`src/rtl/computie_bus_snoop_ctrl.sv`:
```
// computie_bus_snoop_ctrl: arm/trigger/stop sequencer for the bus snooper plus record-to-byte serialiser.
// Optional framing (A5 header, 5A/count trailer) is built when COMPUTIE_SNOOP_CTRL_FRAME_EN is defined.
module computie_bus_snoop_ctrl #(
  parameter int BITWIDTH    = 32,
  parameter int POST_CYCLES = 1024,
  parameter int DRAIN_IDLE  = 4,
  localparam int RW         = 2 * BITWIDTH + 1
) (
  input  logic          i_comm_clock,
  input  logic          i_comm_reset,
  input  logic          i_cmd_valid,
  input  logic [1:0]    i_cmd_op,
  output logic          o_cmd_ready,
  input  logic          i_ext_trigger,
  output logic          o_record_start,
  output logic          o_record_trigger,
  input  logic          i_record_end,
  input  logic          i_record_valid,
  output logic          o_record_ready,
  input  logic [RW-1:0] i_record_out,
  output logic          o_out_valid,
  input  logic          i_out_ready,
  output logic [7:0]    o_out_data,
  output logic [2:0]    o_state,
  output logic [15:0]   o_rec_count
);
  // Streams: a transfer happens on a rising edge where valid and ready are both 1;
  // the source holds its payload stable while valid=1 and ready=0.
  localparam int NB  = (RW + 7) / 8;
  localparam int SW  = (NB * 8 > 24) ? NB * 8 : 24;
  localparam int PW  = $clog2(POST_CYCLES + 1);
  localparam int IW  = $clog2(DRAIN_IDLE + 1);
  localparam int BCW = $clog2(NB + 4);

  typedef enum logic [2:0] {
    S_IDLE      = 3'd0,
    S_ARMED     = 3'd1,
    S_TRIGGERED = 3'd2,
    S_DRAIN     = 3'd3,
    S_DONE      = 3'd4
  } state_e;

  state_e         r_state;
  state_e         w_next_state;
  logic [PW-1:0]  r_post_cnt;
  logic [IW-1:0]  r_idle_cnt;
  logic [SW-1:0]  r_shift;
  logic [BCW-1:0] r_bytes_left;
  logic [15:0]    r_rec_count;
  logic           r_cmd_ready;
  logic           w_arm;
  logic           w_trig;
  logic           w_stop;
  logic           w_empty;
  logic           w_idle_now;
  logic           w_idle_done;
  logic           w_rec_hs;
`ifdef COMPUTIE_SNOOP_CTRL_FRAME_EN
  logic           r_trl_sent;
  logic           w_drain_entry;
  logic           w_load_trailer;
`endif

  assign w_arm       = i_cmd_valid && (i_cmd_op == 2'd1);
  assign w_trig      = i_cmd_valid && (i_cmd_op == 2'd2);
  assign w_stop      = i_cmd_valid && (i_cmd_op == 2'd3);
  assign w_empty     = (r_bytes_left == '0);
  assign w_idle_now  = !i_record_valid && w_empty;
  assign w_idle_done = (r_state == S_DRAIN) && w_idle_now && (r_idle_cnt == IW'(DRAIN_IDLE - 1));
  assign w_rec_hs    = o_record_ready && i_record_valid;
`ifdef COMPUTIE_SNOOP_CTRL_FRAME_EN
  assign w_drain_entry  = (r_state != S_DRAIN) && (w_next_state == S_DRAIN);
  assign w_load_trailer = w_idle_done && !r_trl_sent;
`endif

  always_ff @(posedge i_comm_clock) begin
    if (i_comm_reset) r_state <= S_IDLE;
    else              r_state <= w_next_state;
  end

  // A stop or capture-end wins over a same-cycle trigger, so no pulse is issued then.
  always_comb begin
    w_next_state = r_state;
    case (r_state)
      S_IDLE, S_DONE: begin
        if (w_arm) w_next_state = S_ARMED;
      end
      S_ARMED: begin
        if (w_stop || i_record_end)       w_next_state = S_DRAIN;
        else if (w_trig || i_ext_trigger) w_next_state = S_TRIGGERED;
      end
      S_TRIGGERED: begin
        if (w_stop || i_record_end || (r_post_cnt == PW'(1))) w_next_state = S_DRAIN;
      end
      S_DRAIN: begin
`ifdef COMPUTIE_SNOOP_CTRL_FRAME_EN
        if (r_trl_sent && w_empty) w_next_state = S_DONE;
`else
        if (w_idle_done) w_next_state = S_DONE;
`endif
      end
      default: w_next_state = S_IDLE;
    endcase
  end

  // The post counter holds POST_CYCLES only on the first TRIGGERED cycle, which marks the pulse.
  always_comb begin
    o_record_start   = 1'b0;
    o_record_trigger = 1'b0;
    o_record_ready   = 1'b0;
    case (r_state)
      S_ARMED:     o_record_start = 1'b1;
      S_TRIGGERED: begin
        o_record_start   = 1'b1;
        o_record_trigger = (r_post_cnt == PW'(POST_CYCLES));
      end
`ifdef COMPUTIE_SNOOP_CTRL_FRAME_EN
      S_DRAIN:     o_record_ready = w_empty && !r_trl_sent;
`else
      S_DRAIN:     o_record_ready = w_empty;
`endif
      default:     ;
    endcase
  end

  always_ff @(posedge i_comm_clock) begin
    if (i_comm_reset) r_cmd_ready <= 1'b0;
    else              r_cmd_ready <= 1'b1;
  end

  always_ff @(posedge i_comm_clock) begin
    if (i_comm_reset)
      r_post_cnt <= '0;
    else if (r_state == S_ARMED && w_next_state == S_TRIGGERED)
      r_post_cnt <= PW'(POST_CYCLES);
    else if (r_state == S_TRIGGERED && r_post_cnt != '0)
      r_post_cnt <= r_post_cnt - PW'(1);
  end

  always_ff @(posedge i_comm_clock) begin
    if (i_comm_reset || r_state != S_DRAIN)
      r_idle_cnt <= '0;
`ifdef COMPUTIE_SNOOP_CTRL_FRAME_EN
    else if (r_trl_sent)
      r_idle_cnt <= r_idle_cnt;
`endif
    else if (!w_idle_now)
      r_idle_cnt <= '0;
    else if (r_idle_cnt != IW'(DRAIN_IDLE - 1))
      r_idle_cnt <= r_idle_cnt + IW'(1);
  end

`ifdef COMPUTIE_SNOOP_CTRL_FRAME_EN
  always_ff @(posedge i_comm_clock) begin
    if (i_comm_reset || r_state != S_DRAIN) r_trl_sent <= 1'b0;
    else if (w_load_trailer)                r_trl_sent <= 1'b1;
  end
`endif

  always_ff @(posedge i_comm_clock) begin
    if (i_comm_reset)
      r_rec_count <= '0;
    else if (w_arm && (r_state == S_IDLE || r_state == S_DONE))
      r_rec_count <= '0;
    else if (w_rec_hs && r_rec_count != 16'hFFFF)
      r_rec_count <= r_rec_count + 16'd1;
  end

  // Byte shifter: bytes leave from the bottom; vacated bytes fill with zero so out_data idles at 0.
  always_ff @(posedge i_comm_clock) begin
    if (i_comm_reset) begin
      r_shift      <= '0;
      r_bytes_left <= '0;
    end
`ifdef COMPUTIE_SNOOP_CTRL_FRAME_EN
    else if (w_drain_entry) begin
      r_shift      <= SW'(8'hA5);
      r_bytes_left <= BCW'(1);
    end
    else if (w_load_trailer) begin
      r_shift      <= SW'({r_rec_count, 8'h5A});
      r_bytes_left <= BCW'(3);
    end
`endif
    else if (w_rec_hs) begin
      r_shift      <= SW'(i_record_out);
      r_bytes_left <= BCW'(NB);
    end
    else if (!w_empty && i_out_ready) begin
      r_shift      <= r_shift >> 8;
      r_bytes_left <= r_bytes_left - BCW'(1);
    end
  end

  assign o_cmd_ready = r_cmd_ready;
  assign o_out_valid = !w_empty;
  assign o_out_data  = r_shift[7:0];
  assign o_state     = r_state;
  assign o_rec_count = r_rec_count;

endmodule

```
`config.mk`:
```
export PLATFORM = sky130hd
export DESIGN_NAME = computie_bus_snoop_ctrl
export DESIGN_NICKNAME = d
export VERILOG_FILES = /design/src/rtl/computie_bus_snoop_ctrl.sv
export SDC_FILE = /design/constraint.sdc
export NUM_CORES = 1
export LEC_CHECK = 0
export CAP_MARGIN = 20
export CORE_MARGIN = 2
export CORE_UTILIZATION = 35
export CTS_CLUSTER_DIAMETER = 200
export CTS_CLUSTER_SIZE = 16
export DETAILED_ROUTE_END_ITERATION = 10
export DONT_BUFFER_PORTS = 1
export GPL_TIMING_DRIVEN = 0
export PLACE_DENSITY_LB_ADDON = 0.2
export SYNTH_ARGS = -nofsm -noshare
export SYNTH_HDL_FRONTEND = slang
export SYNTH_SLANG_ARGS = --single-unit
```
`constraint.sdc`:
```
create_clock -name i_comm_clock -period 2.85 [get_ports i_comm_clock]
set_input_delay 0.285 -clock i_comm_clock [delete_from_list [all_inputs] [get_ports i_comm_clock]]
set_output_delay 0.285 -clock i_comm_clock [all_outputs]
set_load 0.005 [all_outputs]
```
=== Word level (Yosys, flattened, before mapping) ===
Cells that the tools add are included.

* Logic and storage cells: 74
* Flip-flop bits (word level): 103
* Output and inout port bits: 32
* Bits of input ports: 74

* Add/subtract/negate cells: 4
* Bitwise logic cells: 1
* Eq/ne operators: 14
* Reductions and logical operators: 30
* Mux-type cells: 16

{| class="wikitable"
|+ Operators by type and width
! operator !! number
|-
| two-way mux 65 bit || 2
|-
| two-way mux 11 bit || 2
|-
| adder 16 x 1 -> 16 bit (second input constant) || 1
|-
| inequality test 16 bit (second input constant) || 1
|-
| two-way mux 3 bit || 5
|-
| == test 3 x 2 -> 1 bit (second input constant) || 4
|-
| logical AND 1 bit || 12
|-
| case mux 3 bit (4 select lines) || 1
|-
| OR reduction 2 bit || 6
|-
| == test 11 x 1 -> 1 bit (second input constant) || 1
|-
| == test 11 bit (second input constant) || 1
|-
| nonzero test 11 bit || 1
|-
| subtractor 11 x 1 -> 11 bit (second input constant) || 1
|-
| two-way mux 4 bit || 2
|-
| inequality test 3 x 2 -> 1 bit (second input constant) || 2
|-
| logical OR 1 bit || 5
|-
| == test 2 bit (second input constant) || 2
|-
| zero test 4 bit || 1
|-
| two-way mux 1 bit || 4
|-
| nonzero test 2 bit || 2
|-
| subtractor 4 x 1 -> 4 bit (second input constant) || 1
|-
| adder 3 x 1 -> 3 bit (second input constant) || 1
|-
| == test 3 x 1 -> 1 bit (second input constant) || 1
|-
| == test 3 bit (second input constant) || 1
|-
| 4 further kinds || 5
|}

=== Depth between registers and ports, before layout ===
Gate-level depths: netlist of run 1.

* Depth after elaboration: 9
* Depth in mapped cells: 9

=== Least setup slack after synthesis of run 1 ===
OpenSTA, ideal clock, no wires.

* Kind: reg2reg
* Start: reg r_bytes_left[0]
* End: reg r_shift[35]
* Cell stages (with the launch flop): 9
* Slack: 0.988 ns
* Period minus slack after synthesis: 1.862 ns
* Arrival: 1.792 ns
* Buffers on the path: 2
* Path through: dfxtp_1 -> inv_1 -> ha_1 -> nor3b_4 -> mux2i_1 -> buf_2 -> buf_1 -> nand2_1 -> a21oi_1

* Cells in the longest elaborated chain, start to end: 4
* Elaborated cells on any way between the ends: 7
* Classes of those cells: mux: 2; reduce/logical: 5

{| class="wikitable"
|+ RTL lines
! what !! RTL line !! text
|-
| start: declaration || 48 || <nowiki>logic [BCW-1:0] r_bytes_left;</nowiki>
|-
| start signal: assignment || 187 || <nowiki>r_bytes_left <= BCW'(NB);</nowiki>
|-
| start signal: assignment || 191 || <nowiki>r_bytes_left <= r_bytes_left - BCW'(1);</nowiki>
|-
| zero test 4 bit * || 67 || <nowiki>assign w_empty = (r_bytes_left == '0);</nowiki>
|-
| two-way mux 1 bit / zero test 1 bit (equally long branches) || 111, 189 ||
|-
| logical AND 1 bit, on equally long branches || 70, 189 ||
|-
| two-way mux 65 bit / nonzero test 2 bit (equally long branches) || -- ||
|-
| end signal: assignment || 186 || <nowiki>r_shift <= SW'(i_record_out);</nowiki>
|-
| end signal: assignment || 190 || <nowiki>r_shift <= r_shift >> 8;</nowiki>
|-
| end: declaration || 47 || <nowiki>logic [SW-1:0] r_shift;</nowiki>
|}

Mark *: on every way between the ends. The rest lies on a longest branch, timed or not.
A chain may end at the register's enable or synchronous reset.

=== Worst setup path in the final report of run 1 ===
* Start: reg r_bytes_left[0]
* End: reg r_shift[36]

Same word-level chain as after synthesis.

==> results of run 1 <==
-- flip-flops by register name (all words and copies together) (netlist names) --
signal        cells
r_bytes_left      4
r_post_cnt       11
o_cmd_ready       1
r_shift          65
r_idle_cnt        3
o_rec_count      16
o_state           3
-- through the flow --
step | power, uW | area (um2) | worst slack, ns | cells | utilization
3_3_place_gp | 2140 | 4870 | 0.361 | 709 | 0.372
4_1_cts | 3490 | 5190 | 0.279 | 724 | 0.397
2_1_floorplan | 2000 | 4650 | 0.988 | 533 | -
6_report | 3450 | 5190 | 0.365 | 724 | 0.397
3_5_place_dp | 2150 | 4870 | 0.299 | 709 | 0.372
5_1_grt | 3610 | 5190 | 0.0972 | 724 | 0.397
-- power groups by stage --
stage / sequential (uW) / combinational, uW / clock [uW]
6_report: 1500 / 619 / 1340
5_1_grt: 1500 / 695 / 1420
4_1_cts: 1500 / 625 / 1370
3_5_place_dp: 1530 / 623 / 0
3_3_place_gp: 1530 / 615 / 0
2_1_floorplan: 1520 / 475 / 0
-- metal layers --
layer | global-route usage | up-vias
met3 | 0.0431 | 16
met4 | 0.0774 | 0
met1 | 0.216 | 1889
met2 | 0.264 | 97
li1 | - | 1987
met5 | 0 | -
-- synthesized netlist by cell type (2+ instances only) --
| cell | count |
|---|---|
| sky130_fd_sc_hd__nor3_1 | 5 |
| sky130_fd_sc_hd__and4_1 | 6 |
| sky130_fd_sc_hd__o21ai_0 | 7 |
| sky130_fd_sc_hd__and3_1 | 3 |
| sky130_fd_sc_hd__nand3b_1 | 3 |
| sky130_fd_sc_hd__or3_1 | 7 |
| sky130_fd_sc_hd__a31oi_1 | 2 |
| sky130_fd_sc_hd__a211oi_1 | 9 |
| sky130_fd_sc_hd__nor4_1 | 6 |
| sky130_fd_sc_hd__nor2b_1 | 3 |
| sky130_fd_sc_hd__inv_1 | 9 |
| sky130_fd_sc_hd__or2_2 | 3 |
| sky130_fd_sc_hd__nor2_1 | 26 |
| sky130_fd_sc_hd__mux2i_1 | 11 |
| sky130_fd_sc_hd__or4_1 | 13 |
| sky130_fd_sc_hd__o41ai_1 | 3 |
| sky130_fd_sc_hd__nand4_1 | 5 |
| sky130_fd_sc_hd__o31ai_1 | 9 |
| sky130_fd_sc_hd__ha_1 | 8 |
| sky130_fd_sc_hd__a22oi_1 | 57 |
| sky130_fd_sc_hd__buf_4 | 10 |
| sky130_fd_sc_hd__clkbuf_1 | 21 |
| sky130_fd_sc_hd__nand2_1 | 62 |
| sky130_fd_sc_hd__xor2_1 | 3 |
| sky130_fd_sc_hd__nand3_1 | 11 |
| sky130_fd_sc_hd__dfxtp_1 | 103 |
| sky130_fd_sc_hd__buf_2 | 13 |
| sky130_fd_sc_hd__and2_1 | 4 |
| sky130_fd_sc_hd__nand2b_1 | 4 |
| sky130_fd_sc_hd__a21oi_1 | 78 |
-- layout by cell type (no fill, tap or decap), types with 8 or more instances in the layout --
cell	n
sky130_fd_sc_hd__a211oi_1	9
sky130_fd_sc_hd__or4_1	13
sky130_fd_sc_hd__a22oi_1	57
sky130_fd_sc_hd__clkbuf_16	9
sky130_fd_sc_hd__nor2_1	26
sky130_fd_sc_hd__dfxtp_1	103
sky130_fd_sc_hd__nand3_1	11
sky130_fd_sc_hd__buf_2	13
sky130_fd_sc_hd__nand2_1	62
sky130_fd_sc_hd__ha_1	8
sky130_fd_sc_hd__o31ai_1	9
sky130_fd_sc_hd__a21oi_1	78
sky130_fd_sc_hd__buf_4	10
sky130_fd_sc_hd__mux2i_1	11
sky130_fd_sc_hd__inv_1	9
sky130_fd_sc_hd__clkbuf_1	21
-- worst max-delay path: cells and delay by family (launching register included) --
kind                     cells  cell delay (ns)
AO/OA/AOI/OAI                1             0.16
multiplexers                 1             0.45
adder cells (fa/ha/maj)      1             0.14
flip-flops                   1             0.34
AND/OR/NAND/NOR              2             0.52
buffers and inverters        3             0.79
-- area by class of cell --
class / count / area share
Clock buffer: 9 / 0.0434
Buffer: 46 / 0.0451
Multi-Input combinational cell: 374 / 0.446
Sequential cell: 103 / 0.397
Tap cell: 176 / 0.0424
Inverter: 10 / 0.00723
Clock inverter: 6 / 0.0183
-- cells by family (layout without fill, tap and decap cells) --
group,after synthesis,count (layout),synth area share
fa+ha+maj,8,8,0.0215
simple gates,170,170,0.194
mux,11,11,0.0237
xor+xnor,4,4,0.00753
compound gates,181,181,0.252
flops,103,103,0.443
buf+inv,56,71,0.0584
-- final timing paths --
check	end	slack, ns	cells past startpoint
worst max-delay path	r_shift[36]$_SDFFE_PP0P_	0.36	8
worst min-delay path	r_shift[62]$_SDFFE_PP0P_	0.1	2
worst max register to register	r_shift[36]$_SDFFE_PP0P_	0.36	8
worst min register to register	r_shift[46]$_SDFFE_PP0P_	0.46	2
==> reports/summary.md, run 1 <==
• 0 — Synth warnings
• 3.13 ns — required time at the endpoint of the critical path
• 0 — antenna cells
• completed — result of the run
• 572 um — wire length on met3
• 665 nW/um2 — ratio of total power to cell area
• sky130_fd_sc_hd__dfxtp_1 44%, sky130_fd_sc_hd__a22oi_1 9.2%, sky130_fd_sc_hd__a21oi_1 8.4% — synth top area cells
• 8.73 um2 — Synth Area per Inst
• 0.00170 uW — leak pwr
• 0 — Setup Fix Bufs, Post-CTS
• 9 — cts bufs inserted
• met4 — top layer reached by signal wires
• 0.35 ns — Skew-Pair Late Insertion Delay
• r_bytes_left[0]$_SDFFE_PP0P_ — startpoint of the most critical setup path
• 0.607 ns — slew at the pin with the worst max-slew slack
• 106 — number of top-level pins
• 4650 um2 — Mapped Area
• false — unrepaired setup endpoints after global routing
• 0.45 ns — largest stage delay on the critical path
• 2.76 ns — Arr. time, crit path
• 42 — number of placement rows
• 5.35 mm — detailed-routed wire length on met2
• r_bytes_left[0]$_SDFFE_PP0P_ — Worst R2R Start
• 119 um — Chip Width
• 0 — hold_buf cts
• 0.0996 ns — WHS
• 2.49 ns — minimum clock period
• 0 — max-cap violation count
• sky130_fd_sc_hd__dfxtp_1 — library cell with the largest summed area after synthesis
• 0.0931 — layout cells sized above 1
• 0.295 — net switching fraction of the power
• 13100 um2 — Floorplan Core Area
• 0.00839 ns — Worst Clk Skew
• 19.2 mm — wire length of the first global-routing pass
• 10 — biggest fanout along the worst timing path
• 0 — Detail Route Antenna Nets
• 5.59 mm — met1 wire length
• 0 — count of pins over their slew limit
• 103 — flops & latches, synth
• 626 — total number of nets in the final design
• 0 — count of final hold-check violations
• 402 MHz — maximum operating frequency
• 0 — share of synthesized registers carrying an async set or reset
• i_record_out[62] — source of the worst hold timing path
• 0.872 — share of the clock period used by the worst path after layout
• 1020 uW — switching pwr
• register — launching element type of the critical path
• 0.443 — area share of the leading cell type in the synthesized netlist
• 5.51 — Vias/cell
• 2430 uW — Internal Pwr Total
• 11.7 mm — wirelength, routed
• in2reg — Tightest Hold Check Type
• 0.355 — initial core utilization
• 3810 — vias in the first global route
• sky130_fd_sc_hd__mux2i_1 — slowest stage cell on the critical path
• 0 — number of antenna violations at the first check in global routing
• 0.443 — portion of the post-synthesis area used by sequential elements
• 615 — number of nets in the synthesized netlist
• 2 — largest buffer count on any clock path
• 3 — level count of the clock H-tree
• 0.387 — clock share of power
• 0.595 — relative max-transition margin
• 0.168 — gr usage total
• 0 — Resized Gates After CTS
• sky130_fd_sc_hd__clkbuf_16 — CTS Root Cell
• 0 — remaining routing DRC violations
• 0 — IO buf count
• 8.59 mm — Final HPWL DP
• 0 — remaining global-route overflow
• 119 um — vertical die dimension
• inv_1 -> ha_1 -> nor3b_4 -> mux2i_1 -> buf_2 -> buf_1 -> nand2_1 -> a21oi_1 — cell chain of the critical path
• 0 ns — Total Negative Setup Slacks
• 2320 um2 — multi-input combinational cell area
• 16.2 um — WL/cell
• 0 — Final setup violation count
• 0.179 — combinational group share of total power
• 59 — number of unique standard cell types used by synthesis
• register — Setup crit end kind
• reg2reg — category of the critical setup timing path
• 11.6% — area overhead of the layout relative to synthesis
• 0.433 — sequential power share
• 0.797 — final weighted congestion in routability-driven placement
• sky130_fd_sc_hd__dfxtp_1 — Primary FF master, synth
• 0.07 ns — CTS clk-pin slew, worst paths
• 103 — number of clock sinks
• 4 — DRT Pass-1 Iters
• 14200 um2 — die area
• done — TritonCTS clock tree
• 0 — EDFF count, synth
• 533 — cell count after synthesis
• 252 — Iter 0 DRT Violations
• 3989 — vias post-DR
• 1347 — fill cell total of the finished layout
• 18 — pin count of the biggest net entering global routing
• 0.263 mV — largest voltage drop on the vdd net
• 2060 um2 — register area
No activity file was read; power rests on OpenSTA's default activity.
==> run 2: changes to the inputs <==
CORE_ASPECT_RATIO = 0.6   (was default)
==> reports/summary.md, run 2 (synthesized netlist as in run 1, its figures left out) <==
• 0.0931 — layout cells sized above 1
• 2.49 ns — minimum clock period
• 0.0102 ns — Worst Clk Skew
• 32 — number of placement rows
• 641 nW/um2 — ratio of total power to cell area
• 2 — worst hold path depth
• 14300 um2 — die area
• 0 — number of antenna violations at the first check in global routing
• 401 MHz — maximum operating frequency
• done — TritonCTS clock tree
• register — Setup crit end kind
• 0 — remaining routing DRC violations
• 153 um — Chip Width
• 10.6% — area overhead of the layout relative to synthesis
• 0.361 — initial core utilization
• 0.00168 uW — leak pwr
• 5 — DRT Pass-1 Iters
• 0 — count of pins over their slew limit
• sky130_fd_sc_hd__mux2i_1 — slowest stage cell on the critical path
• 0.106 ns — WHS
• 0.34 ns — Skew-Pair Late Insertion Delay
• 103 x sky130_fd_sc_hd__dfxtp_1, 78 x sky130_fd_sc_hd__a21oi_1, 62 x sky130_fd_sc_hd__nand2_1 — most frequent cells in the layout
• 3 — level count of the clock H-tree
• 19.9 mm — wire length of the first global-routing pass
• 17.1 um — WL/cell
• 0.346 ns — Worst Setup Slack post-DPL
• r_bytes_left[0]$_SDFFE_PP0P_ — Worst R2R Start
• 0.174 — gr usage total
• i_record_out[57] — source of the worst hold timing path
• 0 ns — Total Negative Setup Slacks
• 5140 um2 — Final Cell Area
• 65 — Largest register FFs
• 5.60 — Vias/cell
• sky130_fd_sc_hd__dfxtp_1 — most frequent standard cell in the layout excluding fill and tap cells
• 2 — largest buffer count on any clock path
• 8 — path depth of the worst reg2reg path
• in2reg — Tightest Hold Check Type
• 0 — count of final hold-check violations
• r_shift — largest reg by FF count
• 10 — biggest fanout along the worst timing path
• 0.875 — share of the clock period used by the worst path after layout
• completed — result of the run
• 0.626 — relative max-transition margin
• 19 — pin count of the biggest net entering global routing
• 0 — antenna cells
• 3300 uW — total power draw
• 0 — IO buf count
• reg2reg — category of the critical setup timing path
• r_bytes_left[0]$_SDFFE_PP0P_ — startpoint of the most critical setup path
• 2.76 ns — Arr. time, crit path
• 12.3 mm — wirelength, routed
• 103 — number of clock sinks
• 0.357 ns — least setup slack across all paths after layout
• 9.27 mm — Final HPWL DP
• 12900 um2 — Floorplan Core Area
• false — unrepaired setup endpoints after global routing
• 0 — max-cap violation count
• 106 — number of top-level pins
• 0 — Setup Fix Bufs, Post-CTS
• 0 — hold_buf cts
• 3.12 ns — required time at the endpoint of the critical path
• 0.08 ns — CTS clk-pin slew, worst paths
• sky130_fd_sc_hd__clkbuf_16 — CTS Root Cell
• 0 — remaining global-route overflow
• 241 — Iter 0 DRT Violations
• 4019 — vias post-DR
• 0 — Final setup violation count
• 3687 — vias in the first global route
• register — launching element type of the critical path
• inv_1 -> ha_1 -> nor3b_4 -> mux2i_1 -> buf_2 -> buf_1 -> nand2_1 -> a21oi_1 — cell chain of the critical path
• 4860 um2 — cell area after placement
• 626 — total number of nets in the final design
• 0 — Detail Route Antenna Nets
• 0.556 ns — slew at the pin with the worst max-slew slack
• 0.46 ns — largest stage delay on the critical path
• 9 — cts bufs inserted
• 0 — Resized Gates After CTS
• 0.813 — final weighted congestion in routability-driven placement
• 0.343 mV — largest voltage drop on the vdd net
• 93.3 um — vertical die dimension
## run 2: power by group
part / switching (uW) / internal (uW) / leakage, uW
Sequential: 27.7 / 1470 / 0.000831
Clock: 566 / 603 / 0.000132
Combinational: 441 / 192 / 0.000721
Total: 1030 / 2260 / 0.00168
## run 2: final timing paths
kind	end	slack, ns
min reg2reg	r_shift[33]$_SDFFE_PP0P_	0.46
max reg2reg	r_shift[40]$_SDFFE_PP0P_	0.36
max	r_shift[40]$_SDFFE_PP0P_	0.36
min	r_shift[57]$_SDFFE_PP0P_	0.11
## run 2: cell type report
cell class / instances / area [um2]
Clock inverter: 6 / 55.1
Sequential cell: 103 / 2060
Multi-Input combinational cell: 374 / 2320
Clock buffer: 9 / 225
Inverter: 10 / 37.5
Fill cell: 1326 / 7750
Buffer: 46 / 234
Tap cell: 170 / 213
## run 2: per-layer routing
| layer | track usage | up-vias | part of all wire |
|---|---|---|---|
| met1 | 0.252 | 1904 | 0.51 |
| met5 | 0 | - | 0 |
| met2 | 0.244 | 114 | 0.40 |
| li1 | - | 1997 | - |
| met4 | 0.0370 | 0 | 0.0046 |
| met3 | 0.0672 | 4 | 0.083 |
## run 2: stage by stage
| stage | utilization | std cells |
|---|---|---|
| final | 0.399 | 718 |
| after global routing | 0.399 | 718 |
| after CTS | 0.399 | 718 |
| after detailed placement | 0.377 | 703 |
| after global placement | 0.377 | 703 |
| after floorplan | - | 533 |
## run 2: critical path: cells and delay by family, from the launching register on
family	cells	cell delay (ns)
compound gates	1	0.14
fa+ha+maj	1	0.15
buf+inv	3	0.78
flops	1	0.34
mux	1	0.46
simple gates	2	0.54
==> run 3: changes to the inputs <==
ABC_AREA = 1   (was default)
REMOVE_ABC_BUFFERS = 1   (was default)
==> reports/summary.md, run 3 <==
• 0 — max-cap violation count
• 4140 — vias post-DR
• done — TritonCTS clock tree
• 0.0664 — GR Layer Usage met3
• 679 — cell count after synthesis
• 0.363 — initial core utilization
• 740 — total number of nets in the final design
• 0.00613 ns — Worst Clk Skew
• register — launching element type of the critical path
• 2 — largest buffer count on any clock path
• 0.274 ns — Worst Setup Slack post-DPL
• 0.161 — gr usage total
• 9 — cts bufs inserted
• 2.77 ns — Arr. time, crit path
• 0 — share of synthesized registers carrying an async set or reset
• 0 — Synth warnings
• 0 — IO buf count
• register — Setup crit end kind
• 4.97 — Vias/cell
• 18.9 mm — wire length of the first global-routing pass
• completed — result of the run
• 0.0543 — layout cells sized above 1
• r_shift — largest reg by FF count
• 32 — number of placement rows
• 668 nW/um2 — ratio of total power to cell area
• 65 — Largest register FFs
• 0.328 — relative max-transition margin
• 0.888 — share of the clock period used by the worst path after layout
• 255 x sky130_fd_sc_hd__nand2_1, 103 x sky130_fd_sc_hd__dfxtp_1, 57 x sky130_fd_sc_hd__a31oi_1, 54 x sky130_fd_sc_hd__inv_1, 52 x sky130_fd_sc_hd__nor2_1 — leading cell types by count after synthesis
• 0.864 — final weighted congestion in routability-driven placement
• 0 — antenna cells
• 833 — final standard cell count with taps included and fillers excluded
• inv_1 -> ha_1 -> nand2_1 -> nor2_2 -> nand2_2 -> nor2_4 -> inv_2 -> nor2_2 -> nand2_2 -> nor2_1 -> nand2_1 -> nand2_1 -> nor2_1 — cell chain of the critical path
• 2 — Buf+Inv Stages, Crit Path
• 4740 um2 — Mapped Area
• 6.98 um2 — Synth Area per Inst
• 106 — number of top-level pins
• 0.34 ns — Skew-Pair Late Insertion Delay
• 0.0812 ns — WHS
• 12 — biggest fanout along the worst timing path
• 0 — remaining global-route overflow
• 66 — pin count of the biggest net entering global routing
• 14.0 um — WL/cell
• 32 — number of unique standard cell types used by synthesis
• 0 — count of pins over their slew limit
• 1364 — fill cell total of the finished layout
• 0 — count of final hold-check violations
• 0.07 ns — CTS clk-pin slew, worst paths
• sky130_fd_sc_hd__dfxtp_1 — Primary FF master, synth
• 278 — Iter 0 DRT Violations
• sky130_fd_sc_hd__nand2_1 — cell with the most instances after synthesis
• 8.39% — area overhead of the layout relative to synthesis
• 103 — flops & latches, synth
• false — unrepaired setup endpoints after global routing
• 3.09 ns — required time at the endpoint of the critical path
• 94.2 um — vertical die dimension
• sky130_fd_sc_hd__nand2_1 — most frequent standard cell in the layout excluding fill and tap cells
• 4760 um2 — cell area after placement
• 13100 um2 — Floorplan Core Area
• 0.320 ns — least setup slack across all paths after layout
• 0 — remaining routing DRC violations
• 0.235 — met2 usage in global routing
• 0.00180 uW — leak pwr
• 0 — Detail Route Antenna Nets
• 0.221 — met1 Track Usage GR
• 0.52 ns — largest stage delay on the critical path
• 103 — number of clock sinks
• sky130_fd_sc_hd__clkbuf_16 — CTS Root Cell
• sky130_fd_sc_hd__nand2_1 — most repeated library cell on the critical path
• 3 — level count of the clock H-tree
• simple AND/OR/NAND/NOR gates — top cell family by delay on the critical path
• 0 — Setup Fix Bufs, Post-CTS
• reg2reg — category of the critical setup timing path
• 812 — Post-Place Cells
• sky130_fd_sc_hd__nor2_2 — slowest stage cell on the critical path
• 1.01 ns — slew at the pin with the worst max-slew slack
• 3430 uW — total power draw
• sky130_fd_sc_hd__dfxtp_1 — library cell with the largest summed area after synthesis
• 0 — EDFF count, synth
• 3898 — vias in the first global route
• 0.435 — area share of the leading cell type in the synthesized netlist
• 0 — number of antenna violations at the first check in global routing
• 0.435 — portion of the post-synthesis area used by sequential elements
• in2reg — Tightest Hold Check Type
• sky130_fd_sc_hd__dfxtp_1 43%, sky130_fd_sc_hd__nand2_1 20%, sky130_fd_sc_hd__a31oi_1 7.5% — synth top area cells
• 0 — Final setup violation count
• 2.53 ns — minimum clock period
• 395 MHz — maximum operating frequency
• 5 — DRT Pass-1 Iters
• 5140 um2 — Final Cell Area
• 14500 um2 — die area
• 0.456 mV — largest voltage drop on the vdd net
• 11.6 mm — wirelength, routed
• 7.39 mm — Final HPWL DP
• met2 — global routing's busiest layer
• 154 um — Chip Width
• 255 x sky130_fd_sc_hd__nand2_1, 103 x sky130_fd_sc_hd__dfxtp_1, 57 x sky130_fd_sc_hd__a31oi_1 — most frequent cells in the layout
run 3: cell types whose count changed in the layout (fill, tap and decap cells not counted), moves of 10 or more:
| cell | change |
|---|---|
| sky130_fd_sc_hd__nand2_1 | +193 |
| sky130_fd_sc_hd__a22oi_1 | -57 |
| sky130_fd_sc_hd__a31oi_1 | +55 |
| sky130_fd_sc_hd__a21oi_1 | -53 |
| sky130_fd_sc_hd__inv_1 | +45 |
| sky130_fd_sc_hd__nor2_1 | +26 |
| sky130_fd_sc_hd__clkbuf_1 | -21 |
| sky130_fd_sc_hd__buf_2 | -13 |
| sky130_fd_sc_hd__or4_1 | -13 |
| sky130_fd_sc_hd__buf_4 | -10 |
| sky130_fd_sc_hd__mux2i_1 | -10 |
run 3: worst reg2reg max path, cell delays in order (launching register included):
cell and delay (ns):
sky130_fd_sc_hd__dfxtp_1 0.31, sky130_fd_sc_hd__inv_1 0.12, sky130_fd_sc_hd__ha_1 0.16, sky130_fd_sc_hd__nand2_1 0.06, sky130_fd_sc_hd__nor2_2 0.16, sky130_fd_sc_hd__nand2_2 0.16
sky130_fd_sc_hd__nor2_4 0.41, sky130_fd_sc_hd__inv_2 0.10, sky130_fd_sc_hd__nor2_2 0.52, sky130_fd_sc_hd__nand2_2 0.16, sky130_fd_sc_hd__nor2_1 0.12, sky130_fd_sc_hd__nand2_1 0.06
sky130_fd_sc_hd__nand2_1 0.06, sky130_fd_sc_hd__nor2_1 0.04
run 3: logic make-up after synthesis:
logic type | after synthesis | synth area share
flops | 103 | 0.435
buf+inv | 98 | 0.0921
mux | 1 | 0.00211
fa+ha+maj | 8 | 0.0211
xor+xnor | 12 | 0.0222
simple gates | 354 | 0.302
compound gates | 103 | 0.126
run 3: cell type report:
class	count	area, um2	area share
Multi-Input combinational cell	479	2250	0.438
Clock buffer	9	225	0.0438
Timing Repair Buffer	5	87.6	0.0170
Sequential cell	103	2060	0.401
Inverter	60	225	0.0438
Clock inverter	7	77.6	0.0151
Tap cell	170	213	0.0414
run 3: final timing paths:
path                                                    from                      endpoint  slack, ns  cells past startpoint
worst max-delay path            r_bytes_left[0]$_SDFFE_PP0P_  o_rec_count[10]$_SDFFE_PP0P_       0.32                     13
worst min-delay path                        i_record_out[64]      r_shift[64]$_SDFFE_PP0P_       0.08                      2
worst max register to register  r_bytes_left[0]$_SDFFE_PP0P_  o_rec_count[10]$_SDFFE_PP0P_       0.32                     13
worst min register to register      r_shift[64]$_SDFFE_PP0P_      r_shift[64]$_SDFFE_PP0P_       0.47                      2
run 3: what timing repair did:
| item | in CTS | in global routing |
|---|---|---|
| endpoints found under the hold margin | 59 | 0 |
| hold buffers | 3 | 0 |
| gates resized for setup | 0 | 0 |
| endpoints found under the setup margin | 0 | 1 |
run 3: per-stage QoR:
stage,setup TNS (ns),util
floorplan,0,-
global placement,-23.06,0.363
detailed placement,0,0.365
CTS,0,0.392
global route,0,0.394
finish,0,0.394
run 3: per-layer routing:
metal / vias up / wire, um
met5: - / 0
met4: 0 / 93
met3: 10 / 1050
met2: 117 / 4550
met1: 1889 / 5950
li1: 2124 / -
run 3: report_power, final:
| part | internal (uW) | switching (uW) | total, uW |
|---|---|---|---|
| clock | 691 | 571 | 1260 |
| sequential | 1480 | 25.9 | 1500 |
| combinational | 154 | 513 | 668 |
| total | 2320 | 1110 | 3430 |
